===== src/rtl/dvp_frame_tx.sv =====
// dvp_frame_tx: drives an 8-bit camera port (VSYNC/HREF/data) from a stream of RGB565 pixels.
// Latency: a pixel taken while pixel_ready_out is high appears as its high byte the next cycle
//          and as its low byte the cycle after. Every output is registered.
// Backpressure: none towards the line timing. A missing pixel is replaced by FILL_COLOR and
//               flagged on underflow_out.
//
// Ports:
//   p_clock_in        byte clock; all logic runs on its rising edge
//   reset_in          asynchronous active-high reset; forces every output to 0
//   enable_in         lets a new frame start; sampled in IDLE and on the last cycle of a frame
//   pixel_data_in     upstream RGB565 pixel
//   pixel_valid_in    pixel_data_in is valid
//   pixel_ready_out   pixel is taken this cycle (one cycle before its high-byte cycle)
//   vsync_out         high during the VSYNC phase
//   href_out          high while active bytes are on p_data_out
//   p_data_out        byte data; 0 whenever href_out is 0
//   frame_start_out   pulse on the first VSYNC cycle
//   frame_done_out    pulse on the last cycle of the frame
//   underflow_out     sticky: a FILL_COLOR pixel was sent in this frame
module dvp_frame_tx #(
    parameter int          H_ACTIVE     = 320,
    parameter int          V_ACTIVE     = 240,
    parameter int          H_BLANK      = 16,
    parameter int          VSYNC_CYCLES = 3,
    parameter int          V_BACK       = 2,
    parameter int          V_FRONT      = 2,
    parameter logic [15:0] FILL_COLOR   = 16'hF81F
) (
    input  logic        p_clock_in,
    input  logic        reset_in,
    input  logic        enable_in,
    input  logic [15:0] pixel_data_in,
    input  logic        pixel_valid_in,
    output logic        pixel_ready_out,
    output logic        vsync_out,
    output logic        href_out,
    output logic [7:0]  p_data_out,
    output logic        frame_start_out,
    output logic        frame_done_out,
    output logic        underflow_out
);

    localparam int L = 2 * H_ACTIVE + H_BLANK;

    // The horizontal counter also times the VSYNC phase, so it must cover
    // VSYNC_CYCLES as well as a full line.
    localparam int H_MAX  = (L > VSYNC_CYCLES) ? L : VSYNC_CYCLES;
    localparam int V_MAX0 = (V_BACK > V_ACTIVE) ? V_BACK : V_ACTIVE;
    localparam int V_MAX  = (V_MAX0 > V_FRONT) ? V_MAX0 : V_FRONT;
    localparam int HW     = $clog2((H_MAX < 2) ? 2 : H_MAX);
    localparam int VW     = $clog2((V_MAX < 2) ? 2 : V_MAX);

    localparam logic [HW-1:0] H_LAST      = HW'(L - 1);
    localparam logic [HW-1:0] VS_LAST     = HW'(VSYNC_CYCLES - 1);
    localparam logic [HW-1:0] H_ACT_BYTES = HW'(2 * H_ACTIVE);
    localparam logic [HW-1:0] H_LAST_LOW  = HW'(2 * H_ACTIVE - 1);
    localparam logic [VW-1:0] VB_LAST     = VW'((V_BACK  > 0) ? V_BACK  - 1 : 0);
    localparam logic [VW-1:0] VA_LAST     = VW'(V_ACTIVE - 1);
    localparam logic [VW-1:0] VF_LAST     = VW'((V_FRONT > 0) ? V_FRONT - 1 : 0);

    typedef enum logic [2:0] {
        S_IDLE,
        S_VSYNC,
        S_BACK,
        S_ACTIVE,
        S_FRONT
    } state_t;

    state_t      state_q, state_d;
    logic [HW-1:0] h_q, h_d;
    logic [VW-1:0] v_q, v_d;
    logic [15:0] pix_q, pix_d;
    logic [7:0]  data_q, data_d;
    logic        ready_q, ready_d;
    logic        vsync_q, vsync_d;
    logic        href_q, href_d;
    logic        fstart_q, fstart_d;
    logic        fdone_q, fdone_d;
    logic        uflow_q, uflow_d;

    logic [15:0] pix_sel;
    logic        low_nxt;
    state_t      after_frame;

    assign after_frame = enable_in ? S_VSYNC : S_IDLE;

    // Next position in the frame. state_q/h_q/v_q describe the cycle whose
    // outputs are currently on the pins.
    always_comb begin
        state_d = state_q;
        h_d     = h_q;
        v_d     = v_q;
        case (state_q)
            S_IDLE: begin
                if (enable_in) begin
                    state_d = S_VSYNC;
                    h_d     = '0;
                    v_d     = '0;
                end
            end
            S_VSYNC: begin
                if (h_q == VS_LAST) begin
                    h_d     = '0;
                    state_d = (V_BACK > 0) ? S_BACK : S_ACTIVE;
                end else begin
                    h_d = h_q + 1'b1;
                end
            end
            S_BACK: begin
                if (h_q == H_LAST) begin
                    h_d = '0;
                    if (v_q == VB_LAST) begin
                        v_d     = '0;
                        state_d = S_ACTIVE;
                    end else begin
                        v_d = v_q + 1'b1;
                    end
                end else begin
                    h_d = h_q + 1'b1;
                end
            end
            S_ACTIVE: begin
                if (h_q == H_LAST) begin
                    h_d = '0;
                    if (v_q == VA_LAST) begin
                        v_d     = '0;
                        state_d = (V_FRONT > 0) ? S_FRONT : after_frame;
                    end else begin
                        v_d = v_q + 1'b1;
                    end
                end else begin
                    h_d = h_q + 1'b1;
                end
            end
            S_FRONT: begin
                if (h_q == H_LAST) begin
                    h_d = '0;
                    if (v_q == VF_LAST) begin
                        v_d     = '0;
                        state_d = after_frame;
                    end else begin
                        v_d = v_q + 1'b1;
                    end
                end else begin
                    h_d = h_q + 1'b1;
                end
            end
            default: begin
                state_d = S_IDLE;
                h_d     = '0;
                v_d     = '0;
            end
        endcase
    end

    // Outputs for the next cycle are decoded from the next position so that
    // they can be registered without adding a cycle of skew.
    always_comb begin
        vsync_d  = (state_d == S_VSYNC);
        fstart_d = (state_d == S_VSYNC) && (h_d == '0);
        href_d   = (state_d == S_ACTIVE) && (h_d < H_ACT_BYTES);
        low_nxt  = href_d && h_d[0];

        // Ready in the cycle just before a high-byte cycle: during the low
        // byte of the previous pixel, or on the last cycle before a line's
        // first active byte (end of previous line, BACK, or VSYNC).
        ready_d  = ((state_d == S_ACTIVE) && h_d[0] && (h_d < H_LAST_LOW))
                 | ((state_d == S_ACTIVE) && (h_d == H_LAST) && (v_d != VA_LAST))
                 | ((state_d == S_BACK) && (h_d == H_LAST) && (v_d == VB_LAST))
                 | ((V_BACK == 0) && (state_d == S_VSYNC) && (h_d == VS_LAST));

        fdone_d  = ((state_d == S_FRONT) && (h_d == H_LAST) && (v_d == VF_LAST))
                 | ((V_FRONT == 0) && (state_d == S_ACTIVE) && (h_d == H_LAST)
                    && (v_d == VA_LAST));

        pix_sel  = pixel_valid_in ? pixel_data_in : FILL_COLOR;
        pix_d    = ready_q ? pix_sel : pix_q;

        // The high byte comes straight from the handshake; the low byte is
        // taken from the pixel held since then.
        if (ready_q) begin
            data_d = pix_sel[15:8];
        end else if (low_nxt) begin
            data_d = pix_q[7:0];
        end else begin
            data_d = 8'h00;
        end

        uflow_d = fstart_d ? 1'b0 : (uflow_q | (ready_q & ~pixel_valid_in));
    end

    always_ff @(posedge p_clock_in or posedge reset_in) begin
        if (reset_in) begin
            state_q  <= S_IDLE;
            h_q      <= '0;
            v_q      <= '0;
            pix_q    <= '0;
            data_q   <= '0;
            ready_q  <= 1'b0;
            vsync_q  <= 1'b0;
            href_q   <= 1'b0;
            fstart_q <= 1'b0;
            fdone_q  <= 1'b0;
            uflow_q  <= 1'b0;
        end else begin
            state_q  <= state_d;
            h_q      <= h_d;
            v_q      <= v_d;
            pix_q    <= pix_d;
            data_q   <= data_d;
            ready_q  <= ready_d;
            vsync_q  <= vsync_d;
            href_q   <= href_d;
            fstart_q <= fstart_d;
            fdone_q  <= fdone_d;
            uflow_q  <= uflow_d;
        end
    end

    assign pixel_ready_out = ready_q;
    assign vsync_out       = vsync_q;
    assign href_out        = href_q;
    assign p_data_out      = data_q;
    assign frame_start_out = fstart_q;
    assign frame_done_out  = fdone_q;
    assign underflow_out   = uflow_q;

endmodule


===== config.mk =====
export PLATFORM = sky130hd
export DESIGN_NAME = dvp_frame_tx
export DESIGN_NICKNAME = d
export VERILOG_FILES = /design/src/rtl/dvp_frame_tx.sv
export SDC_FILE = /design/constraint.sdc
export NUM_CORES = 1
export LEC_CHECK = 0
export ABC_CLOCK_PERIOD_IN_PS = 3200
export CORE_ASPECT_RATIO = 1.1
export CORE_MARGIN = 4
export CORE_UTILIZATION = 54
export CTS_CLUSTER_DIAMETER = 50
export DETAILED_ROUTE_END_ITERATION = 7
export HOLD_SLACK_MARGIN = 0.08
export PLACE_DENSITY_LB_ADDON = 0.25
export RECOVER_POWER = 100
export SYNTH_ARGS = -nofsm -noshare
export SYNTH_HDL_FRONTEND = slang
export SYNTH_SLANG_ARGS = --single-unit

===== constraint.sdc =====
create_clock -name p_clock_in -period 3.2 [get_ports p_clock_in]
set_input_delay 0.64 -clock p_clock_in [delete_from_list [all_inputs] [get_ports p_clock_in]]
set_output_delay 0.64 -clock p_clock_in [all_outputs]
set_load 0.005 [all_outputs]

Word-level counts from Yosys, hierarchy flattened
Index checks and enable logic that the tools add are counted.
{"block": "word_totals", "reg_bits": 43, "inputBits": 20, "output_inout_bits": 14, "word_cells": 74}
{"block": "op_classes", "addsub": 2, "magnitude_cmp": 2, "n_eq_ne": 15, "mux": 24, "n_bitwise": 5, "n_reduce_logical": 15}
{"operator": "8-bit two-way mux", "count": 7}
{"operator": "8-bit case mux with 4 select lines", "count": 1}
{"operator": "10-bit two-way mux", "count": 3}
{"operator": "10-bit case mux with 3 select lines", "count": 1}
{"operator": "3-bit two-way mux", "count": 8}
{"operator": "10-bit equality test (second input constant)", "count": 2}
{"operator": "10-bit < comparator (second input constant)", "count": 2}
{"operator": "8-bit by 1-bit equality test with 1-bit output (second input constant)", "count": 2}
{"operator": "16-bit two-way mux", "count": 1}
{"operator": "3-bit case mux with 5 select lines", "count": 1}
{"operator": "3-bit by 2-bit equality test with 1-bit output (second input constant)", "count": 4}
{"operator": "1-bit logical AND", "count": 11}
{"operator": "10-bit by 1-bit adder with 10-bit output (second input constant)", "count": 1}
{"operator": "10-bit by 2-bit equality test with 1-bit output (second input constant)", "count": 1}
{"operator": "10-bit zero test", "count": 1}
{"operator": "8-bit by 1-bit adder with 8-bit output (second input constant)", "count": 1}
{"operator": "8-bit equality test (second input constant)", "count": 1}
{"operator": "8-bit != test (second input constant)", "count": 1}
{"operator": "3-bit by 1-bit equality test with 1-bit output (second input constant)", "count": 2}
{"operator": "3-bit equality test (second input constant)", "count": 2}
{"operator": "3-bit zero test", "count": 1}
{"operator": "1-bit bitwise OR", "count": 3}
{"operator": "3-bit OR reduction", "count": 1}
{"operator": "1-bit two-way mux", "count": 2}
{"operator": "other kinds (3)", "count": 3}

Longest topological paths before layout
{"block": "logic_depth", "depth_word": 9, "ltp_mapped": 11, "ltp_nobuf": 10}

Worst setup path after synthesis
Ideal clock, no wire load.
{"block": "synth_path", "kind": "register to register", "from": "register v_q[1]", "to": "register ready_q (netlist: pixel_ready_out)", "setup_ps": 81, "t_arrival_ps": 2811, "required_ps": 3119, "path_slack_ps": 307, "path_stages_with_launch": 11, "path_buffers": 0, "synth_period_minus_slack_ps": 2893, "cell_sequence": "dfrtp_1 > inv_1 > ha_1 > or4b_4 > o211a_4 > o221ai_1 > o211ai_1 > or4_1 > or4_1 > and2_1 > o22ai_2"}
{"block": "synth_via", "word_cells_on_any_way": 28, "cone_classes": "add/sub: 1; eq/ne: 6; mux: 13; bitwise: 2; reduce/logical: 6"}
{"element": "from (decl)", "line": "71", "source": "logic [VW-1:0] v_q, v_d;"}
{"element": "from (signal assigned)", "line": "208", "source": "v_q <= v_d;"}
{"element": "8-bit by 1-bit adder with 8-bit output (tied with other cells)", "line": "116, 129, 142"}
{"element": "8-bit two-way mux (on tied branches)", "line": "112, 138, 125"}
{"element": "8-bit two-way mux (on tied branches)", "line": "110, 123"}
{"element": "8-bit case mux with 4 select lines (*)", "line": "93", "source": "case (state_q)"}
{"element": "named net v_d[7]", "line": "71"}
{"element": "8-bit != test", "line": "168", "source": "| ((state_d == S_ACTIVE) && (h_d == H_LAST) && (v_d != VA_LAST))"}
{"element": "1-bit logical AND", "line": "168"}
{"element": "1-bit bitwise OR", "line": "168"}
{"element": "1-bit bitwise OR (*)", "line": "169", "source": "| ((state_d == S_BACK) && (h_d == H_LAST) && (v_d == VB_LAST))"}
{"element": "named net ready_d", "line": "74", "source": "logic ready_q, ready_d;"}
{"element": "to (signal assigned)", "line": "211", "source": "ready_q <= ready_d;"}
{"element": "to (decl)", "line": "74"}
The timed path passes the listed nets; every way through them passes the cells marked *.
A chain may end at the register's enable or synchronous reset.

Worst setup path in the final report
Same ends and word-level chain as after synthesis.

==> key figures <==
Placement
  • Dpl ws: -0.1545 ns
  • Placed instance area: 0.002864 mm²
  • Hpwl dp: 4301 µm
  • Port bufs: 33
  • Cells after DPL: 357
  • Routability cong.: 0.8719

Drt
  • Drt pass-1 iters: 4
  • DR WL/cell: 16.19 µm
  • DR vias/cell: 5.921
  • Number of remaining DRC errors: 0
  • Final ANT Viol Nets: 0
  • Starting DRC count in detailed routing: 124
  • Vias: 2167
  • Routed Wire Length: 5926 µm

Critical path
  • Required time of the worst setup path: 3.42 ns
  • CP cell instances: inv_1 -> ha_1 -> or4b_4 -> o211a_4 -> o221ai_1 -> o211ai_1 -> or4_4 -> or4_4 -> and2_1 -> o22ai_2
  • Worst setup SP type: flip-flop
  • Most frequent CP cell: or4_4
  • Max incr delay on CP: 0.56 ns
  • CP delay by family, top: simple AND/OR/NAND/NOR gates
  • Crit. End Element: flip-flop
  • Slowest CP cell: or4_4
  • Critical path peak fanout: 9
  • Crit path arrival time: 3.33 ns
  • WP buf/inv: 1
  • Crit Path Category: flip-flop to flip-flop

Global routing
  • Largest net degree at the start of global routing: 32
  • Initial antenna violation count: 0
  • Gr usage total: 22.11%
  • GRT overflow: 0
  • Number of global-route vias before repair: 2108
  • First-pass GRT wire length: 9867 µm

STA
  • Final setup vio count: 0
  • Setup TNS: 0 ns
  • Min cycle time layout: 3.106 ns
  • Final hold vios: 0
  • Hold slack: 0.4785 ns
  • Max-slew headroom: 28.16%
  • Slew Limit Fails: 0
  • Post-route clock period utilization: 97.06%
  • Fmax: 322.0 MHz
  • Final WS setup: 0.09422 ns
  • RSZ-0062 raised after global routing: true
  • Setup Skew: 0.009442 ns
  • Worst-Margin Slew: 1.071 ns

Yosys
  • Seq cells post-synth: 43
  • Fraction of registers with async set/reset: 100.0%
  • Ranking of synthesized cells by area: dfrtp_1 45%, o21ai_0 6.7%, nand2_1 5.3%
  • Leading area contributor after synthesis: dfrtp_1
  • Commonest register cell after synthesis: dfrtp_1
  • Syn_nets: 292
  • Syn Area/Cell: 8.926 µm²
  • Post-Syn Instances: 268
  • Yosys Warn Count: 0
  • Library cells used by synthesis: 55
  • Sequential share of the synthesized area: 44.98%
  • Mapped cell area: 0.002392 mm²
  • Post-synth EDFFs: 0
  • Yosys top cell area share: 44.98%

Die
  • Starting density of the core: 55.82%
  • I/O pins: 34
  • Die Width: 71.46 µm
  • Row count: 25
  • Die Ht: 77.81 µm
  • Die footprint: 0.005560 mm²
  • Core ar.: 0.004285 mm²

Power
  • VDD IR max: 437.7 µV
  • Total power: 2.187 mW
  • Pleak: 1.328 nW
  • PD cells: 729.8 mW/mm²

Min path
  • HP Class: flip-flop to flip-flop

Layout
  • Design area: 0.002997 mm²
  • Layout cell share with drive strength beyond 1: 11.54%
  • Layout area overhead: 25.26%
  • Cell Count, Final, Fillers Out: 366
  • Fin nets: 335
  • Ant diodes: 0
  • Post-layout util: 69.93%

Clock tree
  • CTS sink count: 43
  • CTS Buf Count: 5
  • CTS tree: yes
  • Max Buffers Root-to-Sink: 2
  • Clk Latency, worst-skew pair: 0.30 ns
  • CTS root buffer: clkbuf_8
  • Number of H-tree levels: 2
  • Worst-path clk slew: 0.09 ns

Outcome
  • Status: completed

Flow run
  • Max Cap Viol: 0
logic make-up (layout without fill, tap and decap cells):
kind of cell | count (synthesis) | in the layout | share of synthesized area (%)
AOI/OAI and AO/OA | 77 | 77 | 20.82
xor gates and xnor gates | 5 | 5 | 1.831
and+or+nand+nor | 110 | 110 | 25.42
DFF | 43 | 43 | 44.98
muxes | 1 | 1 | 0.4184
adders and majority gates | 4 | 4 | 2.092
buffers and inverters | 28 | 72 | 4.445
flip-flops by register name, summed over array words and instances (netlist names):
name and flops:
h_q 10, frame_done_out 1, href_out 1, frame_start_out 1, v_q 8, p_data_out 8
pixel_ready_out 1, state_q 3, underflow_out 1, pix_q 8, vsync_out 1
cell type report:
| cell class | count | area [µm²] |
|---|---|---|
| clock buffers | 5 | 68.82 |
| multi-input cells | 197 | 1230 |
| repair buffers | 52 | 465.4 |
| inverters | 12 | 45.04 |
| flip-flops and latches | 43 | 1076 |
| clock inverters | 3 | 43.79 |
| well taps | 54 | 67.56 |
| fillers | 333 | 1289 |
cells in the final DEF (no fill, tap or decap), drive strengths merged, types with 3 or more instances in the layout:
cell and instances:
a21o 4, a21oi 11, and3 5, and4 4
buf 17, clkbuf 7, clkdlybuf4s50 18, clkinv 3
dfrtp 43, dlygate4sd3 15, ha 4, inv 11
nand2 34, nand2b 9, nand3 12, nand4 4
nor2 8, nor3 8, nor4 4, o211ai 5
o21ai 33, or3 4, or4 3, xnor2 3
timing repair:
item                       4_1_cts  5_1_grt
gates resized for setup          0        4
setup endpoints to repair        0       10
setup buffers                    0        1
hold buffers                     0        0
worst paths after layout:
kind                       cells past startpoint  slack (ns)  startpoint               to
max                                           10        0.09      v_q[1]  pixel_ready_out
max in group asynchronous                      3        1.22    reset_in       state_q[2]
min in group asynchronous                      2        0.92    reset_in    p_data_out[1]
min                                            2        0.48    pix_q[2]         pix_q[2]
min reg2reg                                    2        0.48    pix_q[2]         pix_q[2]
max reg2reg                                   10        0.09      v_q[1]  pixel_ready_out
layer usage:
metal,global-route usage [%],vias to the layer above,share of wire [%]
li1,-,1055,-
met1,28.21,1052,42
met2,37.68,51,52
met3,4.275,9,3.9
met4,6.579,0,1.3
met5,0,-,0
synth_stat cells, drive strengths merged, types with 2 or more instances:
library cell,instances
and4,4
dfrtp,43
o22ai,2
o211ai,5
and2,2
nand2,34
buf,2
o221ai,2
nor3b,2
nor3,8
ha,4
xor2,2
or3,4
clkbuf,14
a21o,4
nor4,4
xnor2,3
inv,12
nand3,12
nand2b,9
nand3b,2
o211a,2
a21oi,11
a22o,2
nand4b,2
nand4,4
or4,3
and3,5
nor2,8
o21a,2
o32ai,2
or3b,2
a21boi,2
o21ai,33
o2111ai,2
report_power, final:
group / internal (mW) / total, mW / switching (mW)
registers: 0.704 / 0.826 / 0.122
clock network: 0.232 / 0.420 / 0.188
logic: 0.436 / 0.941 / 0.505
total: 1.37 / 2.19 / 0.815
tightest hold or removal path: stages, from the launching register on:
cell      delay, ns
dfrtp_1        0.33
nand2b_1       0.06
nand2_1        0.05
Power figures use the tool's default switching activity.
